[src/rtl/instruction_fetch.sv]
// Instruction fetch stage: drives the memory PC, captures the returned instruction
// into a single slot and hands it to decode over a valid/ready handshake.
module instruction_fetch #(
    parameter logic [31:0] RESET_PC   = 32'd0,
    parameter logic [8:0]  HALT_INSTR = 9'b111111111
) (
    input  logic        clk,
    input  logic        reset,
    input  logic        start,
    output logic [31:0] current_pc,
    input  logic [8:0]  instruction,
    output logic        fetch_valid,
    output logic [8:0]  fetch_instr,
    output logic [31:0] fetch_pc,
    input  logic        decode_ready,
    input  logic        redirect_valid,
    input  logic [31:0] redirect_target,
    output logic        done,
    output logic [31:0] fetch_count
);

    localparam int unsigned PC_W    = 32;
    localparam int unsigned INSTR_W = 9;

    typedef enum logic [1:0] {
        IDLE   = 2'd0,
        RUN    = 2'd1,
        HALTED = 2'd2
    } state_e;

    state_e             state_q, state_d;
    logic [PC_W-1:0]    pc_q, pc_d;
    logic               valid_q, valid_d;
    logic [INSTR_W-1:0] instr_q, instr_d;
    logic [PC_W-1:0]    fpc_q, fpc_d;
    logic               done_q, done_d;
    logic [PC_W-1:0]    count_q, count_d;
    logic               consume;

    assign consume = valid_q && decode_ready;

    // State and datapath registers
    always_ff @(posedge clk or posedge reset) begin
        if (reset) begin
            state_q <= IDLE;
            pc_q    <= RESET_PC;
            valid_q <= 1'b0;
            instr_q <= '0;
            fpc_q   <= '0;
            done_q  <= 1'b0;
            count_q <= '0;
        end else begin
            state_q <= state_d;
            pc_q    <= pc_d;
            valid_q <= valid_d;
            instr_q <= instr_d;
            fpc_q   <= fpc_d;
            done_q  <= done_d;
            count_q <= count_d;
        end
    end

    // Next-state and slot control
    always_comb begin
        state_d = state_q;
        pc_d    = pc_q;
        valid_d = valid_q;
        instr_d = instr_q;
        fpc_d   = fpc_q;
        done_d  = done_q;
        count_d = count_q + PC_W'(consume);

        unique case (state_q)
            IDLE: begin
                if (start) begin
                    state_d = RUN;
                end
            end
            RUN: begin
                // Redirect wins over a load and so also suppresses a pending halt
                if (redirect_valid) begin
                    pc_d    = redirect_target;
                    valid_d = 1'b0;
                end else if (!valid_q || consume) begin
                    instr_d = instruction;
                    fpc_d   = pc_q;
                    valid_d = 1'b1;
                    if (instruction == HALT_INSTR) begin
                        state_d = HALTED;
                        done_d  = 1'b1;
                    end else begin
                        pc_d = pc_q + PC_W'(1);
                    end
                end
            end
            HALTED: begin
                if (start) begin
                    state_d = RUN;
                    pc_d    = RESET_PC;
                    valid_d = 1'b0;
                    done_d  = 1'b0;
                end else if (consume) begin
                    valid_d = 1'b0;
                end
            end
            default: begin
                state_d = IDLE;
            end
        endcase
    end

    assign current_pc  = pc_q;
    assign fetch_valid = valid_q;
    assign fetch_instr = instr_q;
    assign fetch_pc    = fpc_q;
    assign done        = done_q;
    assign fetch_count = count_q;

endmodule

[config.mk]
export PLATFORM = sky130hd
export DESIGN_NAME = instruction_fetch
export DESIGN_NICKNAME = d
export VERILOG_FILES = /design/src/rtl/instruction_fetch.sv
export SDC_FILE = /design/constraint.sdc
export NUM_CORES = 1
export LEC_CHECK = 0
export ABC_AREA = 0
export BUFFER_PORTS_ARGS = -buffer_cell sky130_fd_sc_hd__buf_2
export CAP_MARGIN = 0
export CORE_MARGIN = 3
export CORE_UTILIZATION = 40
export CTS_BUF_LIST = sky130_fd_sc_hd__clkbuf_4 sky130_fd_sc_hd__clkbuf_8
export CTS_CLUSTER_SIZE = 16
export DETAILED_ROUTE_END_ITERATION = 10
export GPL_TIMING_DRIVEN = 0
export SYNTH_ARGS = -nofsm -noshare
export SYNTH_HDL_FRONTEND = slang
export SYNTH_SLANG_ARGS = --single-unit
[constraint.sdc]
create_clock -name clk -period 9.5 [get_ports clk]
set_input_delay 0.475 -clock clk [delete_from_list [all_inputs] [get_ports clk]]
set_output_delay 0.475 -clock clk [all_outputs]
set_load 0.02 [all_outputs]
==> results of run 1 <==
metal layers:
metal  track usage  vias to the layer above  wire (microns)
met1        0.2727                     2231            6482
met4       0.06303                        0             323
met5             0                        -               0
met2        0.3105                      179            6555
met3       0.05472                       24             898
li1              -                     2116               -
flip-flops by register name, indices dropped and copies added, names as in the netlist:
signal,flops
fetch_valid,1
state_q,2
current_pc,32
fetch_count,32
fetch_pc,32
done,1
fetch_instr,9
metrics by stage:
stage	hold WS [ps]	total power, mW
after floorplan	582.4	0.9093
after global placement	460.5	1.068
after detailed placement	459.7	1.080
after CTS	168.4	1.477
after global routing	181.9	1.541
final	159.4	1.459
final timing paths:
| kind | from | endpoint | cells past startpoint | slack, ps |
|---|---|---|---|---|
| max in group asynchronous | reset | current_pc[5] | 3 | 8620 |
| min in group clk | start | state_q[1] | 2 | 330 |
| worst min-delay path | reset | fetch_count[13] | 2 | 160 |
| worst min register to register | fetch_count[31] | fetch_count[31] | 1 | 470 |
| worst max-delay path | fetch_valid | fetch_count[26] | 8 | 6920 |
| worst max register to register | fetch_valid | fetch_count[26] | 8 | 6920 |
power groups by stage:
stage          Clock, mW  Combinational [mW]  Sequential [mW]
2_1_floorplan          0               0.154            0.755
3_3_place_gp           0               0.415            0.653
3_5_place_dp           0               0.422            0.658
4_1_cts            0.404               0.424            0.650
5_1_grt            0.423               0.452            0.666
6_report           0.394               0.417            0.648
placed cells by master, fill, tap and decap left out, types with 3 or more instances in the layout:
cell / instances
nor3_1: 19
o2bb2ai_1: 23
nor2_1: 27
ha_1: 3
buf_2: 153
nor4_1: 11
and3_1: 9
bufinv_16: 5
o21ai_0: 28
and4_1: 6
a22oi_1: 14
and2_1: 4
xor2_1: 11
nand4_1: 12
o22ai_1: 4
xnor2_1: 20
clkbuf_1: 19
clkbuf_8: 10
inv_1: 7
nand3_1: 15
nor2b_1: 4
mux2_2: 41
nand2_1: 42
a21oi_1: 16
dfrtp_1: 109
nand2b_1: 4
o21ai_1: 4
cell families (layout without fill, tap and decap cells):
family	after synthesis	after routing	share of synthesized area
other cells	0	1	0
fa+ha+maj	3	3	0.007192
buf+inv	30	199	0.02325
xor+xnor	31	31	0.05201
simple gates	168	168	0.1723
mux	43	43	0.09228
flops	109	109	0.5225
compound gates	102	102	0.1304
worst max-delay path, cell delays in order, from the launching register on:
cell,delay [ps]
dfrtp_1,420
and2_1,150
ha_1,170
ha_1,210
inv_1,70
nor4_1,780
nand4_1,340
nor2_1,200
xor2_1,170
area by class of cell:
| type | instances | area (sq um) | share of cell area |
|---|---|---|---|
| Antenna cell | 1 | 2.502 | 0.0003836 |
| Buffer | 22 | 91.34 | 0.01400 |
| Clock buffer | 10 | 137.6 | 0.02110 |
| Clock inverter | 6 | 157.7 | 0.02417 |
| Inverter | 8 | 32.53 | 0.004987 |
| Multi-Input combinational cell | 347 | 2371 | 0.3634 |
| Sequential cell | 109 | 2728 | 0.4181 |
| Tap cell | 172 | 215.2 | 0.03299 |
| Timing Repair Buffer | 153 | 788.3 | 0.1208 |
==> results.md, run 1 <==
- Status: finished clean
- Synth Flop Type: dfrtp_1
- Number of remaining DRC errors: 0
- CTS tree: yes
- Core ar.: 12670 sq um
- Setup Viol. Count Final: 0
- Critical-path maximum fanout: 6
- CTS clk-pin slew, worst paths: roughly 100 ps
- Tightest Pin Transition: roughly 890 ps
- Initial antenna violation count: 1
- Largest cells by area after synthesis: dfrtp_1 (52%), mux2_2 (8.8%), o2bb2ai_1 (3.9%), xnor2_1 (3.4%), nand2_1 (3.0%)
- Pre-CTS WS: 6694 ps
- Root Driver: clkbuf_8
- Synth cell count leaders: dfrtp_1 (109), nand2_1 (42), mux2_2 (41)
- Startpoint types: flip-flop
- Vias per cell: around 5.5
- Final worst-path setup slack: between 6000 and 7000 ps
- Most frequent cell after synthesis: dfrtp_1
- Fin crit period: 2577 ps
- Area grow syn2layout: 24.98%
- Final cell count without fillers: roughly 830
- Static leakage: slightly above 3 nW
- Rel. slew slack: 0.3987
- Post-Synthesis Cells: 486
- Worst skew pair latency: ~380 ps
- CTS resizes: 0
- Router iterations before antenna repair: 5
- # hold bufs at CTS: 0
- Cells after DPL: between 800 and 900
- CP required: 9800 ps
- Final hold vios: 0
- Drt wl/cell: 17.22 microns
- WL final: approximately 14000 microns
- Num rows: 41
- Post-synth top area cell: dfrtp_1
- Fill cell count: ~1200
- Final instance area: roughly 6500 sq um
- Final Skew: 10.07 ps
- Io pins: 153
- Crit share post-route: 0.2713
- Post-synthesis async set-or-reset flop share: 1.000
- Final Core Density: 0.5149
- Synth Cell Area: between 5000 and 6000 sq um
- Critical Setup Path Class: flip-flop to flip-flop
- Setup TNS: 0 ps
- Nets: 699
- Depth of the CTS H-tree: 3
- Switching Share: 0.3463
- HPWL after DPL: 10400 microns
- Number of max-cap violations: 0
- Flops & latches, synth: 109
- Peak supply drop: 0.0001847 V
- EDFF count, synth: 0
- Top cell type's share of synthesized area: 0.5225
- Distinct cells, synth: 46
- Vias: between 4000 and 5000
- GPL Wtd Cong: 0.8420
- Syn avg cell area: between 10 and 15 sq um
- First-pass GRT wire length: approximately 23000 microns
- Starting density of the core: 0.4120
- Max Root-Sink Buffers: 2
- Mapped Nets: ~540
- Total CTS buffers: 9
- Vias in the first global route: around 4300
- Full die area: approximately 14000 sq um
- Slew Viols, Final: 0
- GRT Util Overall: 0.1994
- Share of post-route cells with drive strength above 1: 0.3420
- Placed inst area: 6226 sq um
- Unrepaired setup endpoints after global routing: no
- Die H: ~120 microns
- Clock group share of total power: 0.270
- Postcts setup bufs: 0
- Pin count of the biggest net entering global routing: 63
- Switch Pwr: 0.5052 mW
- Yosys warns: 0
- Die Wd: 120.2 microns
- Initial drt markers: approximately 350
- PortBufs: 152
- Critical Path Sink Type: flip-flop
- FMAX: 388.1 MHz
- Combinational power share: 0.286
- Worst hold path class: input pin to async pin
- Pwr Density: between 200 and 250 nW/um^2
- Internal Pwr Total: approximately 0.95 mW
- Sequential share of the synthesized area: 0.5225
- Global route total overflow: 0
- CP arrival: about 2900 ps
- Seq pwr share: 0.444
- Final ANT Viol Nets: 0
- Clock sinks: roughly 110
Note: power is estimated with default switching activity, not from simulation.
==> run 2: changes to the inputs <==
==> constraint.sdc (replaced) <==
create_clock -name clk -period 2.5 [get_ports clk]
set_input_delay 0.125 -clock clk [delete_from_list [all_inputs] [get_ports clk]]
set_output_delay 0.125 -clock clk [all_outputs]
set_load 0.02 [all_outputs]
==> results.md, run 2 (synthesized netlist as in run 1, its figures left out) <==
- Status: finished clean (unchanged)
- Total CTS buffers: 9 (unchanged)
- Final hold vios: 0 (unchanged)
- Internal Pwr Total: 3.335 mW (was 0.9536 mW)
- CP arrival: 2650 ps (was 2880 ps)
- Rel. slew slack: 0.5175 (was 0.3987)
- Pre-CTS WS: -101.1 ps (was 6694 ps)
- Nets: 715 (was 699)
- CP required: 2810 ps (was 9800 ps)
- Fill cell count: 1206 (was 1237)
- R2r startpoint: current_pc[1] (was fetch_valid)
- Share of post-route cells with drive strength above 1: 0.3448 (was 0.3420)
- Initial antenna violation count: 0 (was 1)
- Clock sinks: 109 (unchanged)
- Final instance area: 6653 sq um (was 6524 sq um)
- Starting density of the core: 0.4120 (unchanged)
- Tightest Pin Transition: 718.2 ps (was 893.7 ps)
- Combinational power share: 0.310 (was 0.286)
- Critical Setup Path Class: flip-flop to flip-flop (unchanged)
- WL final: 14720 microns (was 14260 microns)
- Vias per cell: 5.482 (was 5.495)
- Most frequent cells in the layout: buf_2 (153), dfrtp_1 (108), nand2_1 (42) (was buf_2 (153), dfrtp_1 (109), nand2_1 (42))
- Switch Pwr: 1.919 mW (was 0.5052 mW)
- Number of remaining DRC errors: 0 (unchanged)
- Root Driver: clkbuf_8 (unchanged)
- # diodes: 0 (was 1)
- Vias in the first global route: 4300 (was 4289)
- Seq pwr share: 0.469 (was 0.444)
- Final Skew: 13.99 ps (was 10.07 ps)
- Setup Viol. Count Final: 0 (unchanged)
- Final ANT Viol Nets: 0 (unchanged)
- Die Wd: 120.2 microns (unchanged)
- Core ar.: 12670 sq um (unchanged)
- Initial drt markers: 278 (was 351)
- HPWL after DPL: 10740 microns (was 10400 microns)
- Fin crit period: 2343 ps (was 2577 ps)
- Placed inst area: 6260 sq um (was 6226 sq um)
- Peak supply drop: 0.0005900 V (was 0.0001847 V)
- Router iterations before antenna repair: 4 (was 5)
- Critical Path Sink Type: flip-flop (unchanged)
- Drt wl/cell: 17.48 microns (was 17.22 microns)
- Global route total overflow: 0 (unchanged)
- First-pass GRT wire length: 23370 microns (was 22740 microns)
- Number of max-cap violations: 0 (unchanged)
- Storage cell area: 2729 sq um (was 2728 sq um)
- Hold wc startpoint: redirect_target[15]
- Area grow syn2layout: 27.44% (was 24.98%)
- CTS clk-pin slew, worst paths: 100 ps (about the same)
- Switching Share: 0.3652 (was 0.3463)
- GRT Util Overall: 0.2041 (was 0.1994)
- Postcts setup bufs: 0 (unchanged)
- Full die area: 14460 sq um (unchanged)
- Crit share post-route: 0.9370 (was 0.2713)
- PortBufs: 152 (unchanged)
- Multi-input gate area: 2409 sq um (was 2371 sq um)
- Final worst-path setup slack: 157.5 ps (was 6923 ps)
- Total chip power: 5.253 mW (was 1.459 mW)
- Worst setup startpoint: current_pc[1] (was fetch_valid)
- Depth of the CTS H-tree: 3 (unchanged)
- Critical-path maximum fanout: 10 (was 6)
- Pwr Density: 789.7 nW/um^2 (was 223.6 nW/um^2)
- Unrepaired setup endpoints after global routing: no (unchanged)
- Clock group share of total power: 0.221 (was 0.270)
- Max Root-Sink Buffers: 2 (unchanged)
- Slew Viols, Final: 0 (unchanged)
- Vias: 4616 (was 4550)
- Worst hold path class: input pin to flip-flop (was input pin to async pin)
- Die H: 120.2 microns (unchanged)
- Fin Hold WS: 22.60 ps (was 159.4 ps)
- Num rows: 41 (unchanged)
- Startpoint types: flip-flop (unchanged)
- Commonest non-fill, non-tap cell in the layout: buf_2 (unchanged)
- FMAX: 426.9 MHz (was 388.1 MHz)
- CTS tree: yes (unchanged)
- Static leakage: 3.090 nW (was 3.028 nW)
- GPL Wtd Cong: 0.8508 (was 0.8420)
- Io pins: 153 (unchanged)
- Worst skew pair latency: 380 ps (about the same)
- Pin count of the biggest net entering global routing: 40 (was 63)
## run 2: cell types whose count changed in the layout (fill, tap and decap cells not counted), sizes merged
cell and delta:
inv -1, bufinv -3, dlygate4sd3 +14, buf +2
diode -1, clkinv +3
## run 2: worst max-delay path: stages (launching register included)
cell	delay (ps)
dfrtp_1	440
ha_1	230
nand3_2	220
or4_2	740
buf_2	190
nor4_1	220
a21oi_1	70
o2bb2ai_1	170
## run 2: per-layer routing
layer	vias up	global-route usage	wire [microns]
met2	155	0.3249	7030
met3	7	0.05098	827
met1	2295	0.2865	6749
li1	2159	-	-
met4	0	0.04108	112
met5	-	0	0
## run 2: power by group through the flow
stage               Clock (mW)  Sequential (mW)  Combinational [mW]
floorplan                    0             2.87               0.586
global placement             0             2.48                1.58
detailed placement           0             2.49                1.62
CTS                       1.21             2.46                1.64
global route              1.28             2.53                1.76
finish                    1.16             2.46                1.63
## run 2: path summary, 6_finish.rpt
check,to,slack [ps],cells after the start
worst max-delay path,current_pc[20],160,7
worst min-delay path,current_pc[15],20,3
worst max register to register,current_pc[20],160,7
worst min register to register,fetch_count[31],480,1
max in group asynchronous,fetch_pc[11],1580,5
min in group asynchronous,fetch_count[14],240,3
## run 2: timing repair
item / CTS / global route
hold buffers: 14 / 0
hold endpoints to repair: 90 / 0
gates resized for setup: 1 / 8
setup endpoints to repair: 5 / 65
## run 2: layout make-up
class                   count  share of cell area
inverters                   8            0.005078
repair buffers            169              0.1444
multi-input cells         347              0.3620
well taps                 172             0.03235
clock inverters             5             0.01128
clock buffers              10             0.02069
flip-flops and latches    109              0.4102
plain buffers              22             0.01392
## run 2: through the flow
stage          std cells    util  setup TNS [ps]
6_report             842  0.5250               0
5_1_grt              842  0.5250               0
4_1_cts              842  0.5224               0
3_5_place_dp         813  0.4940          -285.5
3_3_place_gp         810  0.4893          -81.72
2_1_floorplan        486       -               0
